### config.mk
export PLATFORM = sky130hd
export DESIGN_NAME = sweep_stats
export DESIGN_NICKNAME = d
export VERILOG_FILES = /design/src/rtl/sweep_stats_pkg.sv /design/src/rtl/sweep_stats_acc.sv /design/src/rtl/sweep_stats.sv
export SDC_FILE = /design/constraint.sdc
export NUM_CORES = 1
export LEC_CHECK = 0
export CORE_MARGIN = 4
export CORE_UTILIZATION = 57
export CTS_BUF_LIST = sky130_fd_sc_hd__clkbuf_4 sky130_fd_sc_hd__clkbuf_8
export CTS_CLUSTER_SIZE = 24
export DETAILED_ROUTE_END_ITERATION = 8
export GPL_ROUTABILITY_DRIVEN = 1
export PLACE_DENSITY = 0.83
export SLEW_MARGIN = 20
export SYNTH_ARGS = -nofsm -noshare
export SYNTH_HDL_FRONTEND = slang
export SYNTH_SLANG_ARGS = --single-unit
### constraint.sdc
create_clock -name clk_i -period 3.17 [get_ports clk_i]
set_input_delay 0.7925 -clock clk_i [delete_from_list [all_inputs] [get_ports clk_i]]
set_output_delay 0.7925 -clock clk_i [all_outputs]
set_load 0.02 [all_outputs]
### src/rtl/sweep_stats_pkg.sv
// Shared types and constants for the sweep statistics block.
package sweep_stats_pkg;

   // FSM state encoding
   typedef logic [0:0] state_t;
   localparam state_t StSync  = 1'b0;
   localparam state_t StAccum = 1'b1;

   localparam int unsigned OverrunWidth = 8;

   // A sum of 2^addr_bits samples needs addr_bits extra bits of headroom.
   function automatic int unsigned sum_width(input int unsigned data_width,
                                             input int unsigned addr_bits);
      return data_width + addr_bits;
   endfunction

endpackage

### src/rtl/sweep_stats_acc.sv
// Sum/min/max accumulators. The *_nxt outputs show the values after this cycle's update,
// so the final sample of a sweep can be captured without an extra cycle.
module sweep_stats_acc
   import sweep_stats_pkg::*;
#(
   parameter int unsigned DATA_WIDTH = 18,
   parameter int unsigned ADDR_BITS  = 2
) (
   input  logic                                          clk_i,
   input  logic                                          rst_ni,
   input  logic                                          load_i,
   input  logic                                          acc_i,
   input  logic [DATA_WIDTH-1:0]                         data_i,
   output logic [sum_width(DATA_WIDTH, ADDR_BITS)-1:0]   sum_nxt_o,
   output logic [DATA_WIDTH-1:0]                         min_nxt_o,
   output logic [DATA_WIDTH-1:0]                         max_nxt_o
);

   localparam int unsigned SumW = sum_width(DATA_WIDTH, ADDR_BITS);

   logic [SumW-1:0]       sum_q, sum_d, data_ext;
   logic [DATA_WIDTH-1:0] min_q, min_d, max_q, max_d;

   assign data_ext = {{ADDR_BITS{data_i[DATA_WIDTH-1]}}, data_i};

   always_comb begin
      sum_d = sum_q;
      min_d = min_q;
      max_d = max_q;
      if (load_i) begin
         sum_d = data_ext;
         min_d = data_i;
         max_d = data_i;
      end else if (acc_i) begin
         sum_d = sum_q + data_ext;
         if ($signed(data_i) < $signed(min_q)) min_d = data_i;
         if ($signed(data_i) > $signed(max_q)) max_d = data_i;
      end
   end

   always_ff @(posedge clk_i or negedge rst_ni) begin
      if (!rst_ni) begin
         sum_q <= '0;
         min_q <= '0;
         max_q <= '0;
      end else begin
         sum_q <= sum_d;
         min_q <= min_d;
         max_q <= max_d;
      end
   end

   assign sum_nxt_o = sum_d;
   assign min_nxt_o = min_d;
   assign max_nxt_o = max_d;

endmodule

### src/rtl/sweep_stats.sv
// Per-sweep sum/min/max/mean over an in-order address sweep 0..2^ADDR_BITS-1, with a
// registered valid/ready result, sticky sequence error and saturating overrun count.
module sweep_stats
   import sweep_stats_pkg::*;
#(
   parameter int unsigned DATA_WIDTH = 18,
   parameter int unsigned ADDR_BITS  = 2   // must be >= 1
) (
   input  logic                                          clk_i,
   input  logic                                          rst_ni,
   input  logic                                          in_valid_i,
   input  logic [ADDR_BITS-1:0]                          addr_i,
   input  logic [DATA_WIDTH-1:0]                         data_i,
   output logic                                          out_valid_o,
   input  logic                                          out_ready_i,
   output logic [sum_width(DATA_WIDTH, ADDR_BITS)-1:0]   sum_o,
   output logic [DATA_WIDTH-1:0]                         min_o,
   output logic [DATA_WIDTH-1:0]                         max_o,
   output logic [DATA_WIDTH-1:0]                         mean_o,
   output logic                                          seq_err_o,
   output logic [OverrunWidth-1:0]                       overrun_o
);

   localparam int unsigned SumW = sum_width(DATA_WIDTH, ADDR_BITS);
   localparam logic [ADDR_BITS-1:0] LastAddr = '1;

   state_t                  state_q, state_d;
   logic [ADDR_BITS-1:0]    exp_q, exp_d;
   logic                    load, acc, done, err_set;
   logic [SumW-1:0]         sum_nxt, sum_q, sum_d;
   logic [DATA_WIDTH-1:0]   min_nxt, max_nxt, min_q, min_d, max_q, max_d, mean_q, mean_d;
   logic                    valid_q, valid_d, seq_err_q, seq_err_d;
   logic [OverrunWidth-1:0] overrun_q, overrun_d;

   always_comb begin
      state_d = state_q;
      exp_d   = exp_q;
      load    = 1'b0;
      acc     = 1'b0;
      done    = 1'b0;
      err_set = 1'b0;
      if (in_valid_i) begin
         case (state_q)
            StSync: begin
               if (addr_i == '0) begin
                  load    = 1'b1;
                  exp_d   = ADDR_BITS'(1);
                  state_d = StAccum;
               end
            end
            default: begin
               if (addr_i == exp_q) begin
                  acc   = 1'b1;
                  exp_d = exp_q + ADDR_BITS'(1);
                  if (addr_i == LastAddr) begin
                     done    = 1'b1;
                     state_d = StSync;
                  end
               end else begin
                  err_set = 1'b1;
                  // An unexpected addr 0 is a fresh sweep start, so keep it.
                  if (addr_i == '0) begin
                     load  = 1'b1;
                     exp_d = ADDR_BITS'(1);
                  end else begin
                     exp_d   = '0;
                     state_d = StSync;
                  end
               end
            end
         endcase
      end
   end

   sweep_stats_acc #(
      .DATA_WIDTH (DATA_WIDTH),
      .ADDR_BITS  (ADDR_BITS)
   ) u_acc (
      .clk_i     (clk_i),
      .rst_ni    (rst_ni),
      .load_i    (load),
      .acc_i     (acc),
      .data_i    (data_i),
      .sum_nxt_o (sum_nxt),
      .min_nxt_o (min_nxt),
      .max_nxt_o (max_nxt)
   );

   always_comb begin
      valid_d   = valid_q;
      sum_d     = sum_q;
      min_d     = min_q;
      max_d     = max_q;
      mean_d    = mean_q;
      overrun_d = overrun_q;
      seq_err_d = seq_err_q | err_set;
      if (valid_q && out_ready_i) valid_d = 1'b0;
      if (done) begin
         if (!valid_q || out_ready_i) begin
            valid_d = 1'b1;
            sum_d   = sum_nxt;
            min_d   = min_nxt;
            max_d   = max_nxt;
            // Arithmetic shift by ADDR_BITS is exactly this bit slice.
            mean_d  = sum_nxt[ADDR_BITS +: DATA_WIDTH];
         end else if (overrun_q != '1) begin
            overrun_d = overrun_q + OverrunWidth'(1);
         end
      end
   end

   always_ff @(posedge clk_i or negedge rst_ni) begin
      if (!rst_ni) begin
         state_q   <= StSync;
         exp_q     <= '0;
         valid_q   <= 1'b0;
         sum_q     <= '0;
         min_q     <= '0;
         max_q     <= '0;
         mean_q    <= '0;
         seq_err_q <= 1'b0;
         overrun_q <= '0;
      end else begin
         state_q   <= state_d;
         exp_q     <= exp_d;
         valid_q   <= valid_d;
         sum_q     <= sum_d;
         min_q     <= min_d;
         max_q     <= max_d;
         mean_q    <= mean_d;
         seq_err_q <= seq_err_d;
         overrun_q <= overrun_d;
      end
   end

   assign out_valid_o = valid_q;
   assign sum_o       = sum_q;
   assign min_o       = min_q;
   assign max_o       = max_q;
   assign mean_o      = mean_q;
   assign seq_err_o   = seq_err_q;
   assign overrun_o   = overrun_q;

endmodule

==> results_dict.tcl <==
set metrics [dict create \
    cell_area_power_density_nw_per_um2 816 \
    per_instance_average_area_after_synthesis_um2 10.1 \
    worst-endpoint-arrival_ns 3.47 \
    mappedNetlistArea_um2 7520 \
    timing_worst_setup_path_type "in -> reg" \
    grt.overflow.total 0 \
    achievable-frequency_ghz 0.320 \
    power_leakage_nw 4.80 \
    worst-endpoint-required_ns 3.51 \
    setup.worst_path.start_class "input port" \
    cts-root-to-sink-buffers 2 \
    clkTransAtPathRegs_ns 0.07 \
    critical_path_fanout_max 13 \
    routabilityCongestion 0.907 \
    post-route-drc-count 0 \
    insertedDiodeCount 0 \
    grt_start_max_net_pins 71 \
    tightest_slew_ns 0.666 \
    design.core.area_um2 12800 \
    fp_rows 41 \
    path_buf_inv 2 \
    crit_path_top_delay_cell "clkdlybuf4s50_1" \
    grt_use_total 0.299 \
    netlist-cell-type-count 61 \
    report.final.slew_viol_count 0 \
    cp_cell_sequence "clkdlybuf4s50_1, ha_1, nand4_1, o211ai_1, a2111oi_0, a21boi_2, or4_4, nand3_4, buf_12, mux2_2" \
    first_iter_violations 709 \
    final_period_minus_worst_setup_slack_ns 3.12 \
    design_power_mw 8.13 \
    areaGrowthSynthToFinish_pct 32.5 \
    drive_gt1_frac 0.228 \
    p_int_mw 5.03 \
    synth_edf_count 0 \
    detailed_place_hpwl_um 15500 \
    clockRootBuffer "clkbuf_8" \
    synth_ff_type "dfrtp_1" \
    setup_tns_final_ns 0 \
    clk_pwr_share 0.204 \
    grt_pass1_vias 6955 \
    critical-path-top-delay-family "buffers and inverters" \
    finalCoreUtilization 0.780 \
    cts_tree "built" \
    max_cap_viol_count 0 \
    post_cts_hold_buffer_count 0 \
    report.final.hold_viol_count 0 \
    synth.yosys.seq_area_share 0.416 \
    power.switching_fraction 0.381 \
    placement.io_buffers 107 \
    post_synth_inst_count 742 \
    timing.hold.worst.class "in -> async" \
    clkLatencyLatePin_ns 0.46 \
    synth.largest_area_cell "dfrtp_1" \
    ant_nets 0 \
    postSynthNetCount 822 \
    p_sw_mw 3.10 \
    avgRoutedWirePerCell_um 19.6 \
    comb_power_share 0.483 \
    top_level_ports 108 \
    placedCellCount 1081 \
    whs_ns 0.306 \
    die-area_um2 15100 \
    synth.area.top_cells "dfrtp_1 (42%), ha_1 (9.1%), mux2_2 (4.0%), mux2_4 (4.0%), o21ai_0 (3.9%)" \
    sort_of_element_at_the_end_of_the_critical_path "flop" \
    via_per_inst 6.10 \
    instances_no_fill 1115 \
    drt_pass1_iterations 4 \
    slew_headroom 0.553 \
    cpPeakStageDelay_ns 0.54 \
    skew_ns 0.00807 \
    grt_pass1_wl_um 34900 \
    vdd_ir_drop_max_mv 0.480 \
    setup_viol_count_final 0 \
    run_status "finished, final reports clean" \
    die_y_extent_um 123 \
    post-route-period-util 0.986 \
    wl_um 21900 \
    dr_total_vias 6805 \
    ff_latch_count_synth 125 \
    die_width_um 123 \
    ctsHtreeMaxLevel 4 \
    initial_antenna_violation_count 0 \
    final_nets 1010 \
    total_cts_buffers 17 \
    post-synth-top-area-fraction 0.416 \
    synthesis.yosys.warnings 0 \
    p_seq_frac 0.313 \
    start_util 0.589 \
    cts_num_sinks 125 \
    post_synth_arst_share 1.00 \
]
-- registers in the layout, summed over array words and instances, names as in the netlist --
name         count
sum_o           20
u_acc.sum_q     20
max_o           18
min_o           18
u_acc.max_q     18
u_acc.min_q     18
overrun_o        8
exp_q            2
out_valid_o      1
seq_err_o        1
state_q          1
-- power groups by stage --
stage	Combinational [mW]	Clock (mW)	Sequential, mW
finish	3.93	1.66	2.54
global route	4.27	1.75	2.60
CTS	3.85	1.67	2.53
detailed placement	3.78	0	2.54
global placement	3.64	0	2.50
floorplan	2.00	0	2.74
-- final cells by class --
type,count,area (um^2)
multi-input combinational,521,3940
sequential,125,3130
fill,797,2810
timing repair buffer,221,2050
clock buffer,19,255
tap,172,215
clock inverter,13,214
inverter,44,165
-- routing by layer --
| metal | wire, um | GRT usage | part of all wire | vias to the layer above |
|---|---|---|---|---|
| met4 | 1070 | 0.166 | 0.049 | 0 |
| met1 | 8920 | 0.387 | 0.41 | 3330 |
| met5 | 0 | 0 | 0 | - |
| met3 | 1650 | 0.0664 | 0.075 | 84 |
| met2 | 10200 | 0.467 | 0.47 | 341 |
| li1 | - | - | - | 3050 |
-- metrics by stage --
stage | setup slack, ns | area [um^2]
after global placement | -0.503 | 9420
after floorplan | 0.0448 | 7520
final | 0.0456 | 9970
after CTS | 0.00587 | 9900
after detailed placement | -0.579 | 9420
after global routing | -0.0263 | 9970
-- synth_stat cells, types with 4 or more instances --
library cell,count
nor2_1,23
buf_2,5
mux2_2,27
mux2i_1,21
buf_4,19
nor3_1,11
nand2b_1,6
o31ai_1,4
o21ai_0,58
a22oi_1,14
ha_1,55
o21a_1,5
o22ai_1,5
a211oi_1,4
nand3_1,27
xnor2_1,9
clkbuf_1,21
xor2_1,13
o21bai_1,4
a21oi_1,28
o211ai_1,20
dfrtp_1,125
nand4_1,30
nor3b_1,4
inv_1,44
a21o_1,13
buf_6,4
and3_1,4
nand2_1,75
a221o_1,4
mux2_4,20
-- final timing paths --
kind,startpoint,end,slack [ns],cells past startpoint
worst max register to register,u_acc.min_q[7]$_DFF_PN0_,u_acc.min_q[0]$_DFF_PN0_,0.42,10
worst max-delay path,data_i[14],u_acc.min_q[0]$_DFF_PN0_,0.05,10
worst min register to register,min_o[16]$_DFFE_PN0P_,min_o[16]$_DFFE_PN0P_,0.48,2
min in group clk_i,min_o[16]$_DFFE_PN0P_,min_o[16]$_DFFE_PN0P_,0.48,2
worst min-delay path,rst_ni,sum_o[14]$_DFFE_PN0P_,0.31,1
max in group asynchronous,rst_ni,u_acc.sum_q[6]$_DFF_PN0_,2.04,2
-- worst register-to-register path, cell delays in order (launching register included) --
cell and delay (ns):
dfrtp_1 0.42, inv_1 0.07, ha_1 0.30, a211oi_1 0.23
o21ai_0 0.13, a2111oi_0 0.41, a21boi_2 0.33, o21ai_2 0.11
nand3_4 0.12, buf_12 0.16, mux2_2 0.35
-- layout by cell type (no fill, tap or decap), types with 5 or more instances in the layout --
master             n
mux2_4            20
buf_4            104
bufinv_16          5
xnor2_1            9
xor2_1            13
ha_1              54
nand4_1           30
a22oi_1           14
nand3_1           27
nor3_1            10
o21ai_1            7
o21a_1             5
a21oi_1           28
clkbuf_8          18
nand2_1           75
mux2i_1           20
o211ai_1          20
o22ai_1            5
o21ai_0           52
buf_12             9
mux2_2            27
nand2b_1           6
a21o_1            13
nor2_1            23
clkdlybuf4s50_1  101
dfrtp_1          125
inv_1             44
-- cells by family (layout without fill, tap and decap cells) --
logic type      Yosys count  after routing  synth area share
flops                   125            125             0.416
compound gates          177            177             0.151
buf+inv                  97            297            0.0692
mux                      68             68             0.108
xor+xnor                 23             23            0.0278
fa+ha+maj                56             56            0.0941
simple gates            196            197             0.133
-- repair_timing --
action                     4_1_cts  5_1_grt
setup endpoints to repair       62       62
gates cloned                     0        1
setup buffers                    0        1
resized for setup                6       18
pin swaps                        0        4
No activity file was read; power rests on OpenSTA's default activity.
